### config.mk
export PLATFORM = sky130hd
export DESIGN_NAME = snoop_memory_responder_flat
export DESIGN_NICKNAME = d
export VERILOG_FILES = /design/src/rtl/snoop_pkg.sv /design/src/rtl/snoop_memory_responder_if.sv /design/src/rtl/snoop_mem_array.sv /design/src/rtl/snoop_memory_responder.sv /design/src/flat_wrapper.sv
export SDC_FILE = /design/constraint.sdc
export NUM_CORES = 1
export LEC_CHECK = 0
export BUFFER_PORTS_ARGS = -buffer_cell sky130_fd_sc_hd__clkbuf_2
export CAP_MARGIN = 20
export CELL_PAD_IN_SITES_DETAIL_PLACEMENT = 1
export CELL_PAD_IN_SITES_GLOBAL_PLACEMENT = 1
export CORE_ASPECT_RATIO = 1.5
export CORE_UTILIZATION = 49
export DETAILED_ROUTE_END_ITERATION = 8
export GPL_ROUTABILITY_DRIVEN = 0
export PLACE_DENSITY = 0.82
export SLEW_MARGIN = 5
export SYNTH_ARGS = -nofsm -noshare
export SYNTH_HDL_FRONTEND = slang
export SYNTH_SLANG_ARGS = --single-unit
### constraint.sdc
create_clock -name clock -period 2.06 [get_ports clock]
set_input_delay 0.618 -clock clock [delete_from_list [all_inputs] [get_ports clock]]
set_output_delay 0.618 -clock clock [all_outputs]
set_load 0.01 [all_outputs]
### src/rtl/snoop_pkg.sv
// Shared field layout, opcodes and FSM state encoding for the memory-side snoop responder.
package snoop_pkg;

    localparam int ADDR_W   = 4;
    localparam int DATA_W   = 3;
    localparam int NBLOCKS  = 1 << ADDR_W;
    localparam int WORD_W   = DATA_W + 4 + ADDR_W;

    localparam int ADDR_LO  = 0;
    localparam int ADDR_HI  = ADDR_W - 1;
    localparam int OP_LO    = ADDR_W;
    localparam int OP_HI    = ADDR_W + 1;
    localparam int RPLY_BIT = ADDR_W + 2;
    localparam int WB_BIT   = ADDR_W + 3;
    localparam int DATA_LO  = ADDR_W + 4;
    localparam int DATA_HI  = WORD_W - 1;

    typedef enum logic [1:0] {
        OP_NONE   = 2'b00,
        OP_RDMISS = 2'b01,
        OP_WRMISS = 2'b10,
        OP_INV    = 2'b11
    } op_t;

    typedef enum logic [1:0] {
        S_IDLE  = 2'b00,
        S_WAIT  = 2'b01,
        S_REPLY = 2'b10
    } state_t;

    function automatic logic [WORD_W-1:0] makeReply(input logic [DATA_W-1:0] data,
                                                    input op_t op,
                                                    input logic [ADDR_W-1:0] addr);
        return {data, 1'b0, 1'b1, op, addr};
    endfunction

endpackage

### src/rtl/snoop_memory_responder_if.sv
// Bus-side signals of the memory responder: snooped bus word in, arbiter request and busy out.
interface snoop_memory_responder_if;
    import snoop_pkg::*;

    logic [WORD_W-1:0] BusWire;
    logic [WORD_W-1:0] BarramentoMemoria;
    logic              busy;

    modport slave  (input BusWire, output BarramentoMemoria, output busy);
    modport master (output BusWire, input BarramentoMemoria, input busy);

endinterface

### src/rtl/snoop_mem_array.sv
// Block store: one synchronous write port, one asynchronous read port, resets to index values.
module snoop_mem_array
    import snoop_pkg::*;
(
    input  logic              clock,
    input  logic              reset_n,
    input  logic              i_we,
    input  logic [ADDR_W-1:0] i_waddr,
    input  logic [DATA_W-1:0] i_wdata,
    input  logic [ADDR_W-1:0] i_raddr,
    output logic [DATA_W-1:0] o_rdata
);

    logic [DATA_W-1:0] r_mem [NBLOCKS];

    always_ff @(posedge clock or negedge reset_n) begin
        if (!reset_n) begin
            for (int i = 0; i < NBLOCKS; i++) begin
                r_mem[i] <= DATA_W'(i);
            end
        end else if (i_we) begin
            r_mem[i_waddr] <= i_wdata;
        end
    end

    assign o_rdata = r_mem[i_raddr];

endmodule

### src/rtl/snoop_memory_responder.sv
// Memory endpoint of the snooping bus: absorbs write-backs, answers misses after LATENCY edges.
module snoop_memory_responder
    import snoop_pkg::*;
#(
    parameter int LATENCY = 3
) (
    input  logic                    clock,
    input  logic                    reset_n,
    snoop_memory_responder_if.slave bus
);

    localparam int CNT_W = (LATENCY > 1) ? $clog2(LATENCY) : 1;

    state_t            r_state,  w_stateNx;
    logic [CNT_W-1:0]  r_cnt,    w_cntNx;
    logic [ADDR_W-1:0] r_addr,   w_addrNx;
    op_t               r_op,     w_opNx;
    logic [WORD_W-1:0] r_out,    w_outNx;
    logic              r_busy,   w_busyNx;

    logic [DATA_W-1:0] w_data;
    logic              w_wb;
    logic              w_rply;
    op_t               w_op;
    logic [ADDR_W-1:0] w_addr;
    logic [DATA_W-1:0] w_rdata;
    logic              w_cancel;

    assign w_data = bus.BusWire[DATA_HI:DATA_LO];
    assign w_wb   = bus.BusWire[WB_BIT];
    assign w_rply = bus.BusWire[RPLY_BIT];
    assign w_op   = op_t'(bus.BusWire[OP_HI:OP_LO]);
    assign w_addr = bus.BusWire[ADDR_HI:ADDR_LO];

    // An owning cache writing back the pending block supplies it directly, so memory backs off.
    assign w_cancel = w_wb && (w_addr == r_addr);

    snoop_mem_array u_mem (
        .clock   (clock),
        .reset_n (reset_n),
        .i_we    (w_wb),
        .i_waddr (w_addr),
        .i_wdata (w_data),
        .i_raddr (r_addr),
        .o_rdata (w_rdata)
    );

    always_ff @(posedge clock or negedge reset_n) begin
        if (!reset_n) begin
            r_state <= S_IDLE;
            r_cnt   <= '0;
            r_addr  <= '0;
            r_op    <= OP_NONE;
            r_out   <= '0;
            r_busy  <= 1'b0;
        end else begin
            r_state <= w_stateNx;
            r_cnt   <= w_cntNx;
            r_addr  <= w_addrNx;
            r_op    <= w_opNx;
            r_out   <= w_outNx;
            r_busy  <= w_busyNx;
        end
    end

    always_comb begin
        w_stateNx = r_state;
        w_cntNx   = r_cnt;
        w_addrNx  = r_addr;
        w_opNx    = r_op;
        w_outNx   = r_out;
        w_busyNx  = r_busy;
        case (r_state)
            S_IDLE: begin
                if (!w_wb && !w_rply && (w_op == OP_RDMISS || w_op == OP_WRMISS)) begin
                    w_stateNx = S_WAIT;
                    w_addrNx  = w_addr;
                    w_opNx    = w_op;
                    w_busyNx  = 1'b1;
                    w_cntNx   = CNT_W'(LATENCY - 1);
                end
            end
            S_WAIT: begin
                if (w_cancel) begin
                    w_stateNx = S_IDLE;
                    w_outNx   = '0;
                    w_busyNx  = 1'b0;
                end else if (r_cnt == '0) begin
                    w_stateNx = S_REPLY;
                    w_outNx   = makeReply(w_rdata, r_op, r_addr);
                end else begin
                    w_cntNx = r_cnt - CNT_W'(1);
                end
            end
            S_REPLY: begin
                if (w_cancel || (bus.BusWire == r_out)) begin
                    w_stateNx = S_IDLE;
                    w_outNx   = '0;
                    w_busyNx  = 1'b0;
                end
            end
            default: begin
                w_stateNx = S_IDLE;
                w_outNx   = '0;
                w_busyNx  = 1'b0;
            end
        endcase
    end

    assign bus.BarramentoMemoria = r_out;
    assign bus.busy              = r_busy;

endmodule
### src/flat_wrapper.sv
// flat-port wrapper written by rule: the top's interface ports become plain ports
module snoop_memory_responder_flat import snoop_pkg::*;
#(
    parameter int LATENCY = 3
)
  (clock, reset_n, bus_BusWire, bus_BarramentoMemoria, bus_busy);
  snoop_memory_responder_if bus_i ();
  input  logic clock;
  input  logic reset_n;
  input wire logic [$bits(bus_i.BusWire)-1:0] bus_BusWire;
  output wire logic [$bits(bus_i.BarramentoMemoria)-1:0] bus_BarramentoMemoria;
  output wire logic [$bits(bus_i.busy)-1:0] bus_busy;
  assign bus_i.BusWire = bus_BusWire;
  assign bus_BarramentoMemoria = bus_i.BarramentoMemoria;
  assign bus_busy = bus_i.busy;
  snoop_memory_responder #(.LATENCY(LATENCY)) u_core (.clock(clock), .reset_n(reset_n), .bus(bus_i));
endmodule
# Word-level counts from Yosys, hierarchy flattened

Index checks and enable logic that the tools add are counted.

Register bits after elaboration: 70
Bits in latches: 0
Bits in writable memories: 0
Bits in read-only memories: 0
Memories kept: 0

Add/sub/neg operators: 1
Multipliers: 0
Divide/modulo/power cells: 0
$lt $le $gt $ge: 3
Eq/ne operators: 12
Shift operators: 0
Mux-type cells: 23
Bitwise logic cells: 3
Reduce and logical (&&, ||, !) cells: 16

Operator list:

| operator           | count |
|---|---|
| $bwmux 48          | 1 |
| $mux 11            | 3 |
| $pmux 11 s3        | 1 |
| $mux 2             | 7 |
| $bmux 3 s4         | 1 |
| $demux 3 s4        | 1 |
| $eq 11x11->1       | 1 |
| $ge 5x5->1 const B | 2 |
| $not 4->5          | 2 |
| $mux 3             | 3 |
| $reduce_and 3->1   | 3 |
| $ne 2x1->1 const B | 3 |
| $pmux 2 s3         | 1 |
| $lt 5x1->1 const B | 1 |
| $eq 2x1->1 const B | 2 |
| $eq 2x2->1 const B | 2 |
| $eq 4x4->1         | 1 |
| $logic_and 1x1->1  | 4 |
| $logic_not 2->1    | 2 |
| $ne 2x2->1 const B | 2 |
| $pmux 2 s2         | 1 |
| $reduce_and 4->1   | 1 |
| $mux 1             | 3 |
| $ne 3x1->1 const B | 1 |
| other kinds (7)    | 9 |

# Logic depth before layout (Yosys ltp)

Depth in word-level cells: 7
Mapped depth: 7

# By module

Synthesis repeated with hierarchy kept, for this count alone.

Cell total of the unflattened synthesis: 259
Area, all modules: 3418.3 um2

Modules (own cells, without submodules):

| module                 | times used | cells each | area an instance (um2) | seq. area each (um2) |
|---|---|---|---|---|
| snoop_mem_array        | 1          | 156        | 2299.7                 | 1231.2 |
| snoop_memory_responder | 1          | 103        | 1118.6                 | 525.5 |

# Least setup slack after synthesis

OpenSTA, ideal clock, no wires.

Path kind: input -> register
Start point: input bus_BusWire[2]
End point: register u_core.r_out[1] (netlist: u_core.bus.BarramentoMemoria[1])
Library setup time: 0.121 ns
Data arrival time: 1.952 ns
Data required time: 1.939 ns
Path slack: -0.013 ns
Cell stages on the path: 6
Buffers on the path: 1
Path through: buf_6 xor2_1 or4_1 nor3_2 o31ai_2 a22o_1

Cells in the longest elaborated chain, start to end: 5
Elaborated cells between the ends (all ways): 9
Classes of those cells: eq/ne (4); mux (2); reduce/logical (3)

Ends and longest elaborated chain:

| item                       | RTL line                     | RTL |
|---|---|---|
| from (decl)                | flat_wrapper.sv:10           | `input wire logic [$bits(bus_i.BusWire)-1:0] bus_BusWire;` |
| $eq 4x4->1                 | snoop_memory_responder.sv:36 | `assign w_cancel = w_wb && (w_addr == r_addr);` |
| $logic_and 1x1->1          | snoop_memory_responder.sv:36 |  |
| $logic_or 1x1->1           | snoop_memory_responder.sv:96 | `if (w_cancel \|\| (bus.BusWire == r_out)) begin` |
| $ne 2x1->1 (no line)       | n/a                          |  |
| $reduce_and 3->1 (no line) | n/a                          |  |
| to (signal assigned)       | snoop_memory_responder.sv:61 | `r_out <= w_outNx;` |
| to (decl)                  | snoop_memory_responder.sv:18 | `logic [WORD_W-1:0] r_out, w_outNx;` |

Several ways; a longest one is shown, not always the timed one.
A chain may end at the register's enable or synchronous reset.

# Final worst setup path

Start point: register u_core.r_addr[0]
End point: register u_core.r_out[9] (netlist: u_core.bus.BarramentoMemoria[9])

Cells in the longest elaborated chain, start to end: 7
Elaborated cells between the ends (all ways): 13
Classes of those cells: eq/ne (3); mux (6); bitwise (1); reduce/logical (3)

Ends and longest elaborated chain:

| item                                      | RTL line                     | RTL |
|---|---|---|
| from (decl)                               | snoop_memory_responder.sv:16 | `logic [ADDR_W-1:0] r_addr, w_addrNx;` |
| from (signal assigned)                    | snoop_memory_responder.sv:59 | `r_addr <= w_addrNx;` |
| $not 4->5 (not written as such)           | snoop_mem_array.sv:26        | `assign o_rdata = r_mem[i_raddr];` |
| $bmux 3 s4                                | snoop_mem_array.sv:26        |  |
| $mux 3 (not written as such) (2 in a row) | snoop_mem_array.sv:26        |  |
| $mux 11                                   | snoop_memory_responder.sv:88 | `end else if (r_cnt == '0) begin` |
| $mux 11                                   | snoop_memory_responder.sv:84 | `if (w_cancel) begin` |
| $pmux 11 s3                               | snoop_memory_responder.sv:73 | `case (r_state)` |

Several ways; a longest one is shown, not always the timed one. The select of a mux whose other input is x is not followed.

==> metrics <==
status finished clean; period utilisation layout 0.931; die width 69.3 um; Vias/cell 6.05; WP data arrival 2.15 ns; final setup violation count 0; CTS tree done; initial drt markers 76; top-area cell type share of the netlist area 0.338; syn_area_per_cell 13.4 um^2; CP max stage cell mux4_2; total congestion overflow 0; H-tree levels 3; Leakage 1.65 nW; Hold Vio Cnt, Final 0; worst vdd ir 552 uV; Critical Path Source Type flop; Final Max Tran Viols 0; clk sink count 69; first-pass GRT wire length 13200 um; vias in the first global route 2465; Nets 304; Slew Limit Headroom 0.538; DRT Pass-1 Iters 4; Post-CTS Setup Bufs 0; PostCTS Resize Cnt 0; number of top-level pins 25; CP required 2.29 ns; CTS Buf Count 9; final worst slack 0.142 ns; initial antenna violation count 0; antenna-violating nets left 0; Layout area overhead 16.1%; worst slew pin tran 0.689 ns; share of layout cells above drive strength 1 0.512; CP Cell Sequence buf_4 > mux4_2 > a22oi_1 > nand3_1 > a22o_1; Critical Path Fanout Max 7; CP max stage delay 0.51 ns; min Tclk post-route 1.92 ns; # Max-Cap Violations 0; clock skew 0.00995 ns; pwr/cell area 1340 mW/mm^2; CP Capture Type flop; gr usage total 0.254; Area contributors post-synth dfrtp_1, dfstp_2, mux2_2; syn_nets 262; placed instance area 0.00366 mm^2; Ys Warns 0; initial core utilization 0.510; dpl hpwl 5880 um; largest area contributor in the netlist dfrtp_1; row cnt 36; critical path class flop to flop; Core Util, Final 0.592; sequential element share of the synthesized area 0.527; Syn Std Cell Area 0.00333 mm^2; Hold Buf Count CTS 0; largest net degree at the start of global routing 70; Seq cells post-synth 69; Hold WC Path Type input pin to asynchronous set/reset pin; RSZ-0062 raised after global routing false; IO buf count 23; synth unique cells 37; clk_lat worst skew 0.35 ns; root buffer cell clkbuf_8; Fmax achieved 0.522 GHz; Core Box Area 0.00653 mm^2; ant diodes 0; Vias 2243; Post-Layout Inst Area 0.00387 mm^2; Post-Syn Instances 248; clock slew at reported path FFs 0.08 ns; DRT Wirelength 8240 um; DRC 0; Die Area 0.00714 mm^2; die height 103 um; WL/cell 22.2 um; pre-CTS setup slack -0.153 ns; Fin Hold WS 0.273 ns; Clock Tree Buf Depth 2
-- cell usage in the layout (no fill, tap or decap), types with 8 or more instances in the layout --
master    count
dfrtp_1      45
nor2_1       15
dfstp_2      24
xnor2_1      11
mux4_2       12
nand2_1       8
buf_4        21
clkbuf_2     22
clkbuf_8      9
mux2_2       53
a22o_1        9
nand3_1      11
-- worst max-delay path: cells and delay by family (launching register included) --
family | cells | cell delay [ns]
flops | 1 | 0.41
compound gates | 2 | 0.54
buf+inv | 1 | 0.22
simple gates | 1 | 0.12
mux | 1 | 0.51
-- synth_stat cells (all sizes together) --
master,count
nand4,1
nor2,15
nor3b,3
nor3,2
o31ai,1
dfrtp,45
nand2b,3
mux2,53
xor2,4
a211o,1
mux4,12
a21oi,2
nand2,8
a31oi,2
o21ai,3
a2bb2oi,1
xnor2,11
nor4bb,1
or4,1
inv,4
conb,1
a22oi,3
nor4,1
a21o,1
nor2b,3
ha,1
or3,2
nand3,11
clkbuf,5
buf,10
dfstp,24
nand3b,4
a22o,9
-- registers in the layout, indices dropped and copies added (netlist names) --
name / count
u_core.r_cnt: 2
u_core.u_mem.r_mem: 48
u_core.r_addr: 4
u_core.r_op: 2
u_core.bus.busy: 1
u_core.r_state: 2
u_core.bus.BarramentoMemoria: 10
-- layer usage --
layer  wire length (um)  up-vias  track usage
met5                  0        -            0
met4                246        0        0.130
met3                231       18       0.0547
met2               4690       54        0.480
met1               3080     1186        0.264
li1                   -      985            -
-- cells by family after synthesis --
family	Yosys count	share of synthesized area
AND/OR/NAND/NOR	55	0.0868
adder cells (fa/ha/maj)	1	0.00376
flip-flops	69	0.527
multiplexers	65	0.260
other	1	0.00113
AO/OA/AOI/OAI	23	0.0530
buffers and inverters	19	0.0282
XOR/XNOR	15	0.0394
-- power by group --
part	switching (mW)	internal (mW)	total [mW]	leakage (nW)
Sequential	0.310	1.84	2.15	0.802
Clock	0.491	0.676	1.17	0.107
Combinational	0.880	0.997	1.88	0.742
Total	1.68	3.52	5.20	1.65
-- final timing paths --
check,end,cells past startpoint,startpoint,slack [ns]
max in group asynchronous,u_core.u_mem.r_mem[4],2,reset_n,1.42
hold / removal,u_core.r_addr[3],2,reset_n,0.27
min in group clock,u_core.r_cnt[0],1,u_core.r_cnt[0],0.50
setup reg to reg,u_core.bus.BarramentoMemoria[9],5,u_core.r_addr[0],0.14
hold reg to reg,u_core.r_cnt[0],1,u_core.r_cnt[0],0.50
setup / recovery,u_core.bus.BarramentoMemoria[9],5,u_core.r_addr[0],0.14
-- cell type report --
cell class | count | area [um^2]
Inverter | 4 | 15.0
Tap cell | 76 | 95.1
Clock inverter | 5 | 75.1
Sequential cell | 69 | 1760
Fill cell | 664 | 2670
Timing Repair Buffer | 46 | 313
Clock buffer | 11 | 131
Multi-Input combinational cell | 160 | 1480
-- metrics by stage --
stage | setup TNS [ns] | std cells | power, mW
2_1_floorplan | 0 | 248 | 3.36
3_3_place_gp | -0.958 | 355 | 3.90
3_5_place_dp | -1.39 | 355 | 4.04
4_1_cts | 0 | 371 | 5.25
5_1_grt | 0 | 371 | 5.49
6_report | 0 | 371 | 5.20
No activity file was read; power rests on OpenSTA's default activity.
